<file path="config.mk">
export PLATFORM = sky130hd
export DESIGN_NAME = pc_fetch_unit
export DESIGN_NICKNAME = d
export VERILOG_FILES = /design/src/rtl/riscv_fetch_pkg.sv /design/src/rtl/pc_next_gen.sv /design/src/rtl/pc_fetch_unit.sv
export SDC_FILE = /design/constraint.sdc
export NUM_CORES = 1
export LEC_CHECK = 0
export ABC_AREA = 1
export BUFFER_PORTS_ARGS = -buffer_cell sky130_fd_sc_hd__buf_2
export CELL_PAD_IN_SITES_DETAIL_PLACEMENT = 0
export CELL_PAD_IN_SITES_GLOBAL_PLACEMENT = 1
export CORE_ASPECT_RATIO = 0.6
export CORE_MARGIN = 10
export CORE_UTILIZATION = 36
export CTS_CLUSTER_DIAMETER = 80
export DETAILED_ROUTE_END_ITERATION = 8
export PLACE_DENSITY = 0.93
export SYNTH_ARGS = -nofsm -noshare
export SYNTH_HDL_FRONTEND = slang
export SYNTH_SLANG_ARGS = --single-unit
export TNS_END_PERCENT = 10
</file>
<file path="constraint.sdc">
create_clock -name clk -period 3.08 [get_ports clk]
set_clock_uncertainty 0.2 [all_clocks]
set_input_delay 0.616 -clock clk [delete_from_list [all_inputs] [get_ports clk]]
set_output_delay 0.616 -clock clk [all_outputs]
set_load 0.02 [all_outputs]
</file>
<file path="src/rtl/riscv_fetch_pkg.sv">
// riscv_fetch_pkg: shared state type and constants for the fetch stage.
// Imported by pc_next_gen and pc_fetch_unit.
package riscv_fetch_pkg;

  typedef enum logic [1:0] {
    REQ  = 2'd0,
    WAIT = 2'd1,
    HOLD = 2'd2,
    KILL = 2'd3
  } fetch_state_e;

  localparam logic [31:0] NOP_INSN = 32'h0000_0013;
  localparam int unsigned PC_STEP  = 4;

endpackage

</file>
<file path="src/rtl/pc_next_gen.sv">
// pc_next_gen: next-PC selection between the word-aligned branch target
// and the sequential PC (wraps modulo 2^XLEN).
module pc_next_gen
  import riscv_fetch_pkg::*;
#(
  parameter int XLEN = 32
) (
  input  logic            pc_sel_i,
  input  logic [XLEN-1:0] pc_i,
  input  logic [XLEN-1:0] target_i,
  output logic [XLEN-1:0] pc_next_o
);

  always_comb begin
    if (pc_sel_i) begin
      pc_next_o = target_i & ~XLEN'(3);
    end else begin
      pc_next_o = pc_i + XLEN'(PC_STEP);
    end
  end

endmodule

</file>
<file path="src/rtl/pc_fetch_unit.sv">
// pc_fetch_unit: PC register and single-outstanding instruction fetch FSM.
// Optional FETCH_MISALIGN_CHECK_EN adds the fetch_misalign output.
module pc_fetch_unit
  import riscv_fetch_pkg::*;
#(
  parameter int              XLEN         = 32,
  parameter logic [XLEN-1:0] RESET_VECTOR = '0
) (
  input  logic            clk,
  input  logic            rst_n,
  input  logic            pc_sel,
  input  logic [XLEN-1:0] branch_target,
  output logic            imem_req_valid,
  input  logic            imem_req_ready,
  output logic [XLEN-1:0] imem_req_addr,
  input  logic            imem_rsp_valid,
  input  logic [31:0]     imem_rsp_data,
  output logic            inst_valid,
  input  logic            inst_ready,
  output logic [31:0]     inst_data,
  output logic [XLEN-1:0] inst_pc
`ifdef FETCH_MISALIGN_CHECK_EN
  ,
  output logic            fetch_misalign
`endif
);

  fetch_state_e    state_q, state_d;
  logic [XLEN-1:0] pc_q, pc_d, pc_nxt;
  logic [XLEN-1:0] inst_pc_q, inst_pc_d;
  logic [31:0]     inst_data_q, inst_data_d;
  logic            inst_valid_q, inst_valid_d;

  pc_next_gen #(.XLEN(XLEN)) u_pc_next (
    .pc_sel_i (pc_sel),
    .pc_i     (pc_q),
    .target_i (branch_target),
    .pc_next_o(pc_nxt)
  );

  // Request is masked while reset is held so nothing leaks out of reset.
  assign imem_req_valid = rst_n & (state_q == REQ);
  assign imem_req_addr  = pc_q;
  assign inst_valid     = inst_valid_q;
  assign inst_data      = inst_data_q;
  assign inst_pc        = inst_pc_q;

  always_comb begin
    state_d      = state_q;
    pc_d         = pc_q;
    inst_valid_d = inst_valid_q;
    inst_data_d  = inst_data_q;
    inst_pc_d    = inst_pc_q;
    if (pc_sel) begin
      pc_d         = pc_nxt;
      inst_valid_d = 1'b0;
      unique case (state_q)
        REQ:     state_d = imem_req_ready ? KILL : REQ;
        WAIT:    state_d = imem_rsp_valid ? REQ : KILL;
        HOLD:    state_d = REQ;
        KILL:    state_d = imem_rsp_valid ? REQ : KILL;
        default: state_d = REQ;
      endcase
    end else begin
      unique case (state_q)
        REQ: begin
          if (imem_req_ready) state_d = WAIT;
        end
        WAIT: begin
          if (imem_rsp_valid) begin
            inst_valid_d = 1'b1;
            inst_data_d  = imem_rsp_data;
            inst_pc_d    = pc_q;
            pc_d         = pc_nxt;
            state_d      = HOLD;
          end
        end
        HOLD: begin
          if (inst_ready) begin
            inst_valid_d = 1'b0;
            state_d      = REQ;
          end
        end
        KILL: begin
          if (imem_rsp_valid) state_d = REQ;
        end
        default: state_d = REQ;
      endcase
    end
  end

  always_ff @(posedge clk) begin
    if (!rst_n) begin
      state_q      <= REQ;
      pc_q         <= RESET_VECTOR;
      inst_valid_q <= 1'b0;
      inst_data_q  <= NOP_INSN;
      inst_pc_q    <= '0;
    end else begin
      state_q      <= state_d;
      pc_q         <= pc_d;
      inst_valid_q <= inst_valid_d;
      inst_data_q  <= inst_data_d;
      inst_pc_q    <= inst_pc_d;
    end
  end

`ifdef FETCH_MISALIGN_CHECK_EN
  logic misalign_q;

  always_ff @(posedge clk) begin
    if (!rst_n) begin
      misalign_q <= 1'b0;
    end else begin
      misalign_q <= pc_sel & (|branch_target[1:0]);
    end
  end

  assign fetch_misalign = misalign_q;
`endif

endmodule

</file>
## Word level (Yosys, flattened, before mapping)

Index checks and enable logic that the tools add are counted.

- Register bits: 99
- Input port bits: 70
- Output and inout bits: 98
- Logic and storage cells: 44

- Add/sub/neg operators: 1
- Equal/unequal tests: 9
- Multiplexer cells: 16
- Bitwise logic cells: 3
- Reductions and logical operators: 10

Operator list:

| operator | number |
|---|---|
| 2-to-1 mux 32 bit | 4 |
| adder 32 x 3 -> 32 bit (second input constant) | 1 |
| 2-to-1 mux 2 bit | 7 |
| inequality test 3 bit (second input constant) | 4 |
| one-hot mux 2 bit (4 select lines) | 1 |
| one-hot mux 2 bit (3 select lines) | 1 |
| AND reduction 3 bit | 2 |
| nonzero test 2 bit | 3 |
| equality test 2 bit (second input constant) | 2 |
| inequality test 2 bit (second input constant) | 2 |
| AND reduction 4 bit | 1 |
| OR reduction 2 bit | 2 |
| equality test 2 x 1 -> 1 bit (second input constant) | 1 |
| logical NOT 2 bit | 1 |
| 2-to-1 mux 1 bit | 2 |
| NOT 1 bit | 2 |
| one-hot mux 1 bit (2 select lines) | 1 |
| AND reduction 2 bit | 1 |
| bitwise AND 1 bit | 1 |

## Depth between registers and ports, before layout

Gate-level depths: netlist of run 1.

- Word-level depth: 5
- Gate-level depth with buffers: 11
- Gate-level depth less buffers: 11

## By module

Synthesis of run 1 repeated with hierarchy kept, for this count alone.

- Cells, all modules: 739
- Area, all modules: 4885.9 um2

By module, submodules not included:

| module | instances | cells each | area an instance (um2) | sequential area each (um2) |
|---|---|---|---|---|
| pc_fetch_unit | 1 | 465 | 3577.2 | 1981.9 |
| pc_next_gen | 1 | 274 | 1308.8 | 0.0 |

## Worst setup path after synthesis of run 1

No wires, ideal clock.

- Kind: in2out
- Start point: in rst_n
- End point: out imem_req_valid
- Arrival time: 1.185 ns
- Data required time: 2.264 ns
- Slack: 1.079 ns
- Stages: 3
- Path buffers: 1
- Path through: inv_1 -> clkbuf_1 -> nor2_1

- Cells in the longest elaborated chain, start to end: 1

RTL lines:

| item | RTL line | RTL |
|---|---|---|
| start: declaration | pc_fetch_unit.sv:10 | `input logic rst_n,` |
| bitwise AND 1 bit | pc_fetch_unit.sv:42 | `assign imem_req_valid = rst_n & (state_q == REQ);` |
| end: declaration | pc_fetch_unit.sv:13 | `output logic imem_req_valid,` |

No other way between the ends.

## Worst setup path after layout of run 1

- Start point: reg state_q[1]
- End point: reg pc_q[27], in the netlist imem_req_addr[27]

- Cells in the longest elaborated chain, start to end: 3

RTL lines:

| item | RTL line | RTL |
|---|---|---|
| start: declaration | pc_fetch_unit.sv:28 | `fetch_state_e state_q, state_d;` |
| start signal: assignment | pc_fetch_unit.sv:100 | `state_q <= state_d;` |
| equality test 2 x 1 -> 1 bit | pc_fetch_unit.sv:65 | `unique case (state_q)` |
| nonzero test 2 bit (no source line) | - |  |
| AND reduction 2 bit (no source line) | - |  |
| end signal: assignment | pc_fetch_unit.sv:101 | `pc_q <= pc_d;` |
| end: declaration | pc_fetch_unit.sv:29 | `logic [XLEN-1:0] pc_q, pc_d, pc_nxt;` |

No other way between the ends.
A chain may end at the register's enable or synchronous reset.

==> results of run 1 <==
state kept, by name, indices dropped and copies added, names as in the netlist:
register	count
imem_req_addr	30
inst_data	32
inst_valid	1
inst_pc	30
state_q	2
layer usage:
| layer | global-route usage, % | vias to the layer above | share of wire (%) |
|---|---|---|---|
| met5 | 0 | - | 0 |
| met4 | 3.23 | 0 | 0.43 |
| met3 | 7.80 | 5 | 11 |
| met2 | 24.9 | 185 | 40 |
| met1 | 23.9 | 2002 | 49 |
| li1 | - | 2317 | - |
layout make-up:
type | instances | area [um2] | share of cell area [%]
clock buffer | 9 | 225 | 4.05
clock inverter | 7 | 80.1 | 1.44
inverter | 50 | 191 | 3.44
multi-input combinational | 451 | 2090 | 37.6
tap | 160 | 200 | 3.60
timing repair buffer | 170 | 873 | 15.7
sequential | 95 | 1900 | 34.2
stage by stage:
| step | area [um2] | cells | power (mW) | hold WS, ns |
|---|---|---|---|---|
| 6_report | 5560 | 942 | 2.86 | 0.264 |
| 5_1_grt | 5560 | 942 | 3.01 | 0.282 |
| 3_5_place_dp | 5260 | 926 | 1.74 | 0.244 |
| 2_1_floorplan | 4360 | 630 | 1.58 | 0.292 |
| 4_1_cts | 5560 | 942 | 2.90 | 0.266 |
| 3_3_place_gp | 5260 | 926 | 1.74 | 0.237 |
synthesized netlist by cell type, drive strengths merged (3+ instances only):
cell type	number	area share, %
buf	18	2.6
a22oi	4	0.69
o21ai	59	6.8
clkbuf	16	1.4
nor3	16	2.0
a21oi	33	3.9
inv	49	4.3
nand2	120	11
nand4	3	0.43
a211oi	3	0.52
a31oi	6	0.86
nand3	35	4.3
nor2	152	15
xor2	3	0.60
dfxtp	95	44
where the power goes:
part	internal, mW	total (mW)	switching, mW
Clock	0.641	1.15	0.510
Sequential	1.28	1.34	0.0534
Combinational	0.128	0.375	0.247
critical path: cells and delay by family, from the launching register on:
| family | cells | cell delay [ns] |
|---|---|---|
| buf+inv | 3 | 0.34 |
| flops | 1 | 0.33 |
| simple gates | 6 | 1.16 |
worst paths after layout:
check	start	endpoint	cells after the start
hold / removal	inst_data[4]	inst_data[4]	2
hold reg to reg	inst_data[4]	inst_data[4]	2
setup / recovery	state_q[1]	imem_req_addr[27]	9
setup reg to reg	state_q[1]	imem_req_addr[27]	9
cells by family (layout without fill, tap and decap cells):
kind of cell	count (synthesis)	count (layout)	share of synthesized area, %
AND/OR/NAND/NOR	329	329	32.5
AO/OA/AOI/OAI	113	113	14.2
flip-flops	95	95	43.8
buffers and inverters	84	236	8.38
XOR/XNOR	4	4	0.807
adder cells (fa/ha/maj)	1	1	0.288
other	1	4	0.0863
==> impl_metrics.json, run 1 <==
{
  "drt-wirelength-per-cell_um": 16.2,
  "layout-drive-gt1-share_pct": 27.1,
  "finalSetupTns_ns": 0,
  "track_usage_pct": 17.5,
  "drt-total-wl_mm": 15.3,
  "ys_ff_latch": 95,
  "htree_levels": 3,
  "n_fill_cell": 1260,
  "grt_first_pass_wirelength_mm": 24.2,
  "mostFrequentLayoutCells": "buf_2, nor2_1, nand2_1, dfxtp_1, o21ai_0",
  "async_reset_ff_share_pct": 0,
  "post-route-min-period_ns": 2.09,
  "antenna_found_initial": 0,
  "numPortBuffers": 161,
  "fin_crit_sh_pct": 67.9,
  "crit_path_frequent_cell": "inv_1",
  "place_ws_ns": 0.702,
  "synth_cells": 627,
  "peakVddDrop_v": 0.000254,
  "start_kind": "flop",
  "maxSlewHeadroom_pct": 57.4,
  "cp-end-kind": "flop",
  "synth.lib_cells_used.distinct": 37,
  "clock_latency_ns": 0.34,
  "worst_pin_slew_ns": 0.636,
  "utilization_pct": 48.1,
  "path_clk_slew_ns": 0.07,
  "root_buffer": "clkbuf_16",
  "clock-sinks": 95,
  "hpwlAfterDp_mm": 11.7,
  "cts_tree": "built",
  "syn2layout_area_growth_pct": 28.0,
  "critPathSlowestCell": "nand2_2",
  "die_y_um": 105,
  "synth_ff_type": "dfxtp_1",
  "vias_per_cell": 4.79,
  "grt_pass1_vias": 4292,
  "vias": 4509,
  "p_leak_nw": 2.66,
  "die-area_um2": 17000,
  "syn_avg_cell_area_um2": 6.93,
  "cts_setup_buffers": 0,
  "dr.pass1.iters": 5,
  "layout_commonest_cell": "buf_2",
  "power_density_nw_per_um2": 515,
  "clockBufferDepth": 2,
  "ys_seq_area_share_pct": 43.8,
  "hold_buffers": 0,
  "synth_edf_count": 0,
  "drc": 0,
  "cap_violations": 0,
  "crit_arrival_ns": 2.18,
  "hold_violations": 0,
  "die_w_um": 162,
  "routabilityCongestion": 0.920,
  "pin_count": 168,
  "status": "complete, no violations",
  "setup_violations": 0,
  "rrSetupSlack_ns": 0.99,
  "worstSetupPathType": "flop to flop",
  "diodes": 0,
  "netlist_area_um2": 4340,
  "grt_max_degree": 56,
  "antenna_left": 0,
  "cts_buffers": 9,
  "rows": 30,
  "fin_nets": 848,
  "cp_cell_sequence": "inv_1 > nand3_4 > inv_4 > nand2_2 > nor2_1 > nand4_1 > nand3b_1 > nand2_1 > inv_1",
  "ys.warnings.count": 0,
  "rsz0062_at_grt": "false",
  "gr-total-overflow": 0,
  "hold_class": "flop to flop",
  "coreArea_um2": 11600,
  "slowest_delay_ns": 0.38,
  "start_util_pct": 37.6,
  "finalWorstSetupSlack_ns": 0.988,
  "fmax_mhz": 478,
  "crit_required_ns": 3.17,
  "timing.final.max_slew_violations": 0,
  "cp_max_fo": 24,
  "first_iter_violations": 308,
  "cts-resized-gates": 0
}
(Power assumes the default switching activity.)
==> run 2, diff against run 1 <==
CORE_UTILIZATION = 33   (was 36)
PLACE_DENSITY = 0.87   (was 0.93)
clock period = 2 ns   (was 3.08 ns; I/O delays follow)
==> impl_metrics.json, run 2 (synthesized netlist as in run 1, its figures left out) <==
{
  "status": "complete, no violations",
  "crit_family": "simple AND/OR/NAND/NOR gates",
  "crit_required_ns": 2.07,
  "fin_worst_hold_slack_ns": 0.0633,
  "crit_start": "state_q[1]",
  "fmax_mhz": 549,
  "die_w_um": 168,
  "post-route-min-period_ns": 1.82,
  "gr-total-overflow": 0,
  "drt-total-wl_mm": 15.3,
  "finalWorstSetupSlack_ns": 0.178,
  "use_met3_pct": 6.54,
  "timing.final.max_slew_violations": 0,
  "cts_tree": "built",
  "rows": 32,
  "clock-sinks": 95,
  "setup_violations": 0,
  "hpwlAfterDp_mm": 11.6,
  "rsz0062_at_grt": "false",
  "path_clk_slew_ns": 0.07,
  "layout_commonest_cell": "buf_2",
  "critPathSlowestCell": "dfxtp_1",
  "place_ws_ns": 0.117,
  "reg2reg_from": "state_q[1]",
  "timing.rr.end": "imem_req_addr[14]",
  "rr_worst_depth": 8,
  "drc": 0,
  "vias_per_cell": 4.67,
  "routabilityCongestion": 0.865,
  "coreArea_um2": 12900,
  "crit_arrival_ns": 1.89,
  "largest_reg_flops": 32,
  "syn2layout_area_growth_pct": 31.9,
  "mostFrequentLayoutCells": "buf_2, nor2_1, nand2_1, dfxtp_1, o21ai_0",
  "die-area_um2": 18300,
  "vias": 4492,
  "first_iter_violations": 254,
  "cts_buffers": 9,
  "start_util_pct": 33.8,
  "globalRouteMet1Util_pct": 23.7,
  "hold_violations": 0,
  "cap_violations": 0,
  "drt-wirelength-per-cell_um": 15.9,
  "pin_count": 168,
  "hold_start": "imem_rsp_data[4]",
  "root_buffer": "clkbuf_16",
  "cp_num_cells": 8,
  "grt_max_degree": 52,
  "power_density_nw_per_um2": 820,
  "worstSetupPathType": "flop to flop",
  "dpl_cell_area_um2": 5350,
  "slowest_delay_ns": 0.32,
  "cp_cell_sequence": "inv_1 > nand3_4 > inv_4 > nand2_2 > buf_12 > nor2_1 > a22oi_1 > a21oi_1",
  "die_y_um": 109,
  "antenna_left": 0,
  "diodes": 0,
  "power.total_mw": 4.69,
  "clockBufferDepth": 2,
  "fin_nets": 858,
  "worstPathBufferInverterCount": 3,
  "start_kind": "flop",
  "numPortBuffers": 161,
  "cp_max_fo": 43,
  "final_cell_area_um2": 5730,
  "grt-busiest-layer": "met1",
  "grt_pass1_vias": 4249,
  "antenna_found_initial": 0,
  "hold_class": "primary input to flop",
  "dr.pass1.iters": 4,
  "clock_latency_ns": 0.34,
  "rrSetupSlack_ns": 0.18,
  "finalSetupTns_ns": 0,
  "fin_crit_sh_pct": 91.1,
  "cp-end-kind": "flop",
  "hold_buffers": 0,
  "track_usage_pct": 16.3,
  "peakVddDrop_v": 0.000439,
  "endpoint": "imem_req_addr[14]",
  "layout-drive-gt1-share_pct": 28.3,
  "grt_first_pass_wirelength_mm": 24.2,
  "gr-usage-met2_pct": 22.2,
  "p_leak_nw": 2.75,
  "htree_levels": 3
}
-- run 2: worst reg2reg max path, stage by stage, from the launching register on --
cell,delay (ns)
dfxtp_1,0.32
inv_1,0.11
nand3_4,0.16
inv_4,0.16
nand2_2,0.08
buf_12,0.19
nor2_1,0.27
a22oi_1,0.12
a21oi_1,0.13
-- run 2: metrics by stage --
step                      instances  util, %
final                           962     44.6
after global routing            962     44.6
after global placement          944     41.7
after detailed placement        944     41.7
after floorplan                 630        -
after CTS                       960     44.4
-- run 2: how the worst min path moves through the flow --
stage,to,cells after the start
finish,inst_data[4],3
global route,inst_data[4],3
CTS,inst_data[4],3
detailed placement,inst_data[4],2
global placement,inst_data[1],2
floorplan,state_q[1],2
-- run 2: power breakdown --
part / switching, mW / internal [mW] / leakage [nW]
Sequential: 0.0765 / 1.98 / 0.776
Combinational: 0.389 / 0.213 / 1.80
Clock: 0.774 / 1.26 / 0.173
-- run 2: cell type report --
type	instances	area (um2)
clock buffers	10	239
clock inverters	6	113
fillers	1367	7120
inverters	50	191
multi-input cells	451	2090
flip-flops and latches	95	1900
well taps	170	213
repair buffers	180	973
-- run 2: timing repair --
action	CTS	global route
setup buffers	0	2
setup endpoints to repair	0	6
resized for setup	0	3
-- run 2: per-layer routing --
metal,vias up,routed length (um)
met3,8,1470
met4,0,72
met5,-,0
met1,1998,7860
met2,151,5880
li1,2335,-
==> run 3, diff against run 2 <==
CORE_MARGIN = unset   (was 10)
==> impl_metrics.json, run 3 (synthesized netlist as in run 1, its figures left out) <==
{
  "status": "complete, no violations",
  "vias_per_cell": 4.76,
  "peakVddDrop_v": 0.000445,
  "rows": 32,
  "clock-sinks": 95,
  "drt-total-wl_mm": 14.0,
  "first_iter_violations": 288,
  "pin_count": 168,
  "start_kind": "flop",
  "timing.final.max_slew_violations": 0,
  "layout_commonest_cell": "buf_2",
  "gr-total-overflow": 0,
  "cp-end-kind": "flop",
  "worstPathBufferInverterCount": 4,
  "worstSetupPathType": "flop to flop",
  "die_w_um": 150,
  "cts_setup_buffers": 0,
  "power_density_nw_per_um2": 751,
  "routabilityCongestion": 0.894,
  "switchingPower_mw": 1.24,
  "track_usage_pct": 20.9,
  "setup_violations": 0,
  "fin_nets": 863,
  "finalSetupTns_ns": 0,
  "crit_family": "simple AND/OR/NAND/NOR gates",
  "drt-wirelength-per-cell_um": 14.5,
  "largest_reg_flops": 32,
  "crit_arrival_ns": 1.88,
  "power.total_mw": 4.28,
  "crit_required_ns": 2.09,
  "p_leak_nw": 2.73,
  "start_util_pct": 33.8,
  "layout-drive-gt1-share_pct": 28.6,
  "mostFrequentLayoutCells": "buf_2, nor2_1, nand2_1, dfxtp_1, o21ai_0",
  "dr.pass1.iters": 5,
  "crit_path_frequent_cell": "inv_1",
  "htree_levels": 3,
  "grt_pass1_vias": 4169,
  "clock_latency_ns": 0.35,
  "p_int_mw": 3.04,
  "cts_buffers": 9,
  "post-route-min-period_ns": 1.79,
  "hold_violations": 0,
  "register_area_um2": 1900,
  "cts_tree": "built",
  "root_buffer": "clkbuf_16",
  "clockBufferDepth": 2,
  "path_clk_slew_ns": 0.07,
  "n_fill_cell": 1377,
  "fin_crit_sh_pct": 89.5,
  "drc": 0,
  "cap_violations": 0,
  "antenna_left": 0,
  "vias": 4606,
  "syn2layout_area_growth_pct": 31.2,
  "numPortBuffers": 161,
  "coreArea_um2": 12900,
  "hold_class": "primary input to flop",
  "hpwlAfterDp_mm": 10.6,
  "fmax_mhz": 559,
  "hold_buffers": 0,
  "grt_max_degree": 32,
  "antenna_found_initial": 0,
  "combPwrFrac_pct": 14.3,
  "slowest_delay_ns": 0.33,
  "die-area_um2": 13600,
  "pwr-share-clk_pct": 37.7,
  "diodes": 0,
  "seq_power_share_pct": 48.0,
  "grt_first_pass_wirelength_mm": 22.1,
  "cp_max_fo": 9,
  "multiInputGateArea_um2": 2090,
  "critPathSlowestCell": "dfxtp_1",
  "die_y_um": 90.9,
  "cp_cell_sequence": "inv_1 > nand3_4 > inv_4 > nand2_2 > buf_12 > nor2_1 > nand4_1 > nand3b_1 > nand2_1 > inv_1",
  "swShare_pct": 28.9,
  "rrSetupSlack_ns": 0.21,
  "rsz0062_at_grt": "false"
}
run 3: cell count changes in the layout (fill, tap and decap cells not counted), sizes merged:
cell      delta
bufinv       -3
buf          +5
clkbuf       -1
clkinv       +3
clkinvlp     +2
inv          -1
run 3: final timing paths:
path | startpoint | endpoint | depth (start not counted)
max | state_q[1] | imem_req_addr[27] | 10
min | imem_rsp_data[0] | inst_data[0] | 3
max reg2reg | state_q[1] | imem_req_addr[27] | 10
min reg2reg | inst_pc[15] | inst_pc[15] | 2
run 3: through the flow:
step / setup slack, ns / cell area [um2] / util [%] / hold slack, ns / instances
final: 0.210 / 5700 / 44.3 / 0.0655 / 967
after global routing: 0.0735 / 5700 / 44.3 / 0.0660 / 967
after CTS: 0.178 / 5690 / 44.3 / 0.0586 / 967
after detailed placement: 0.140 / 5420 / 42.2 / 0.244 / 951
after global placement: 0.110 / 5420 / 42.2 / 0.249 / 951
after floorplan: 0.230 / 4360 / - / 0.292 / 630
run 3: power groups by stage:
stage | combinational (mW) | sequential (mW) | clock (mW)
6_report | 0.611 | 2.06 | 1.61
5_1_grt | 0.668 | 2.07 | 1.72
4_1_cts | 0.610 | 2.05 | 1.65
3_5_place_dp | 0.609 | 2.10 | 0
3_3_place_gp | 0.607 | 2.10 | 0
2_1_floorplan | 0.250 | 2.19 | 0
run 3: final cells by class:
class	instances	share of cell area, %
Inverter	50	3.36
Tap cell	170	3.73
Clock buffer	9	3.95
Sequential cell	95	33.4
Multi-Input combinational cell	451	36.8
Clock inverter	7	0.834
Timing Repair Buffer	185	18.0
run 3: repair_timing:
item / in CTS / in global routing
hold endpoints to repair: 0 / 0
gates resized for setup: 0 / 2
setup endpoints to repair: 0 / 2
run 3: layer usage:
metal  vias up  wire length (um)  track usage [%]
li1       2339                 -                -
met1      2083              7280             31.2
met5         -                 0                0
met4         0                93             4.04
met2       175              5500             29.4
met3         9              1130             5.76
run 3: worst min-delay path: stages:
cell	delay (ns)
buf_2	0.07
nand2_1	0.04
nand3_1	0.06
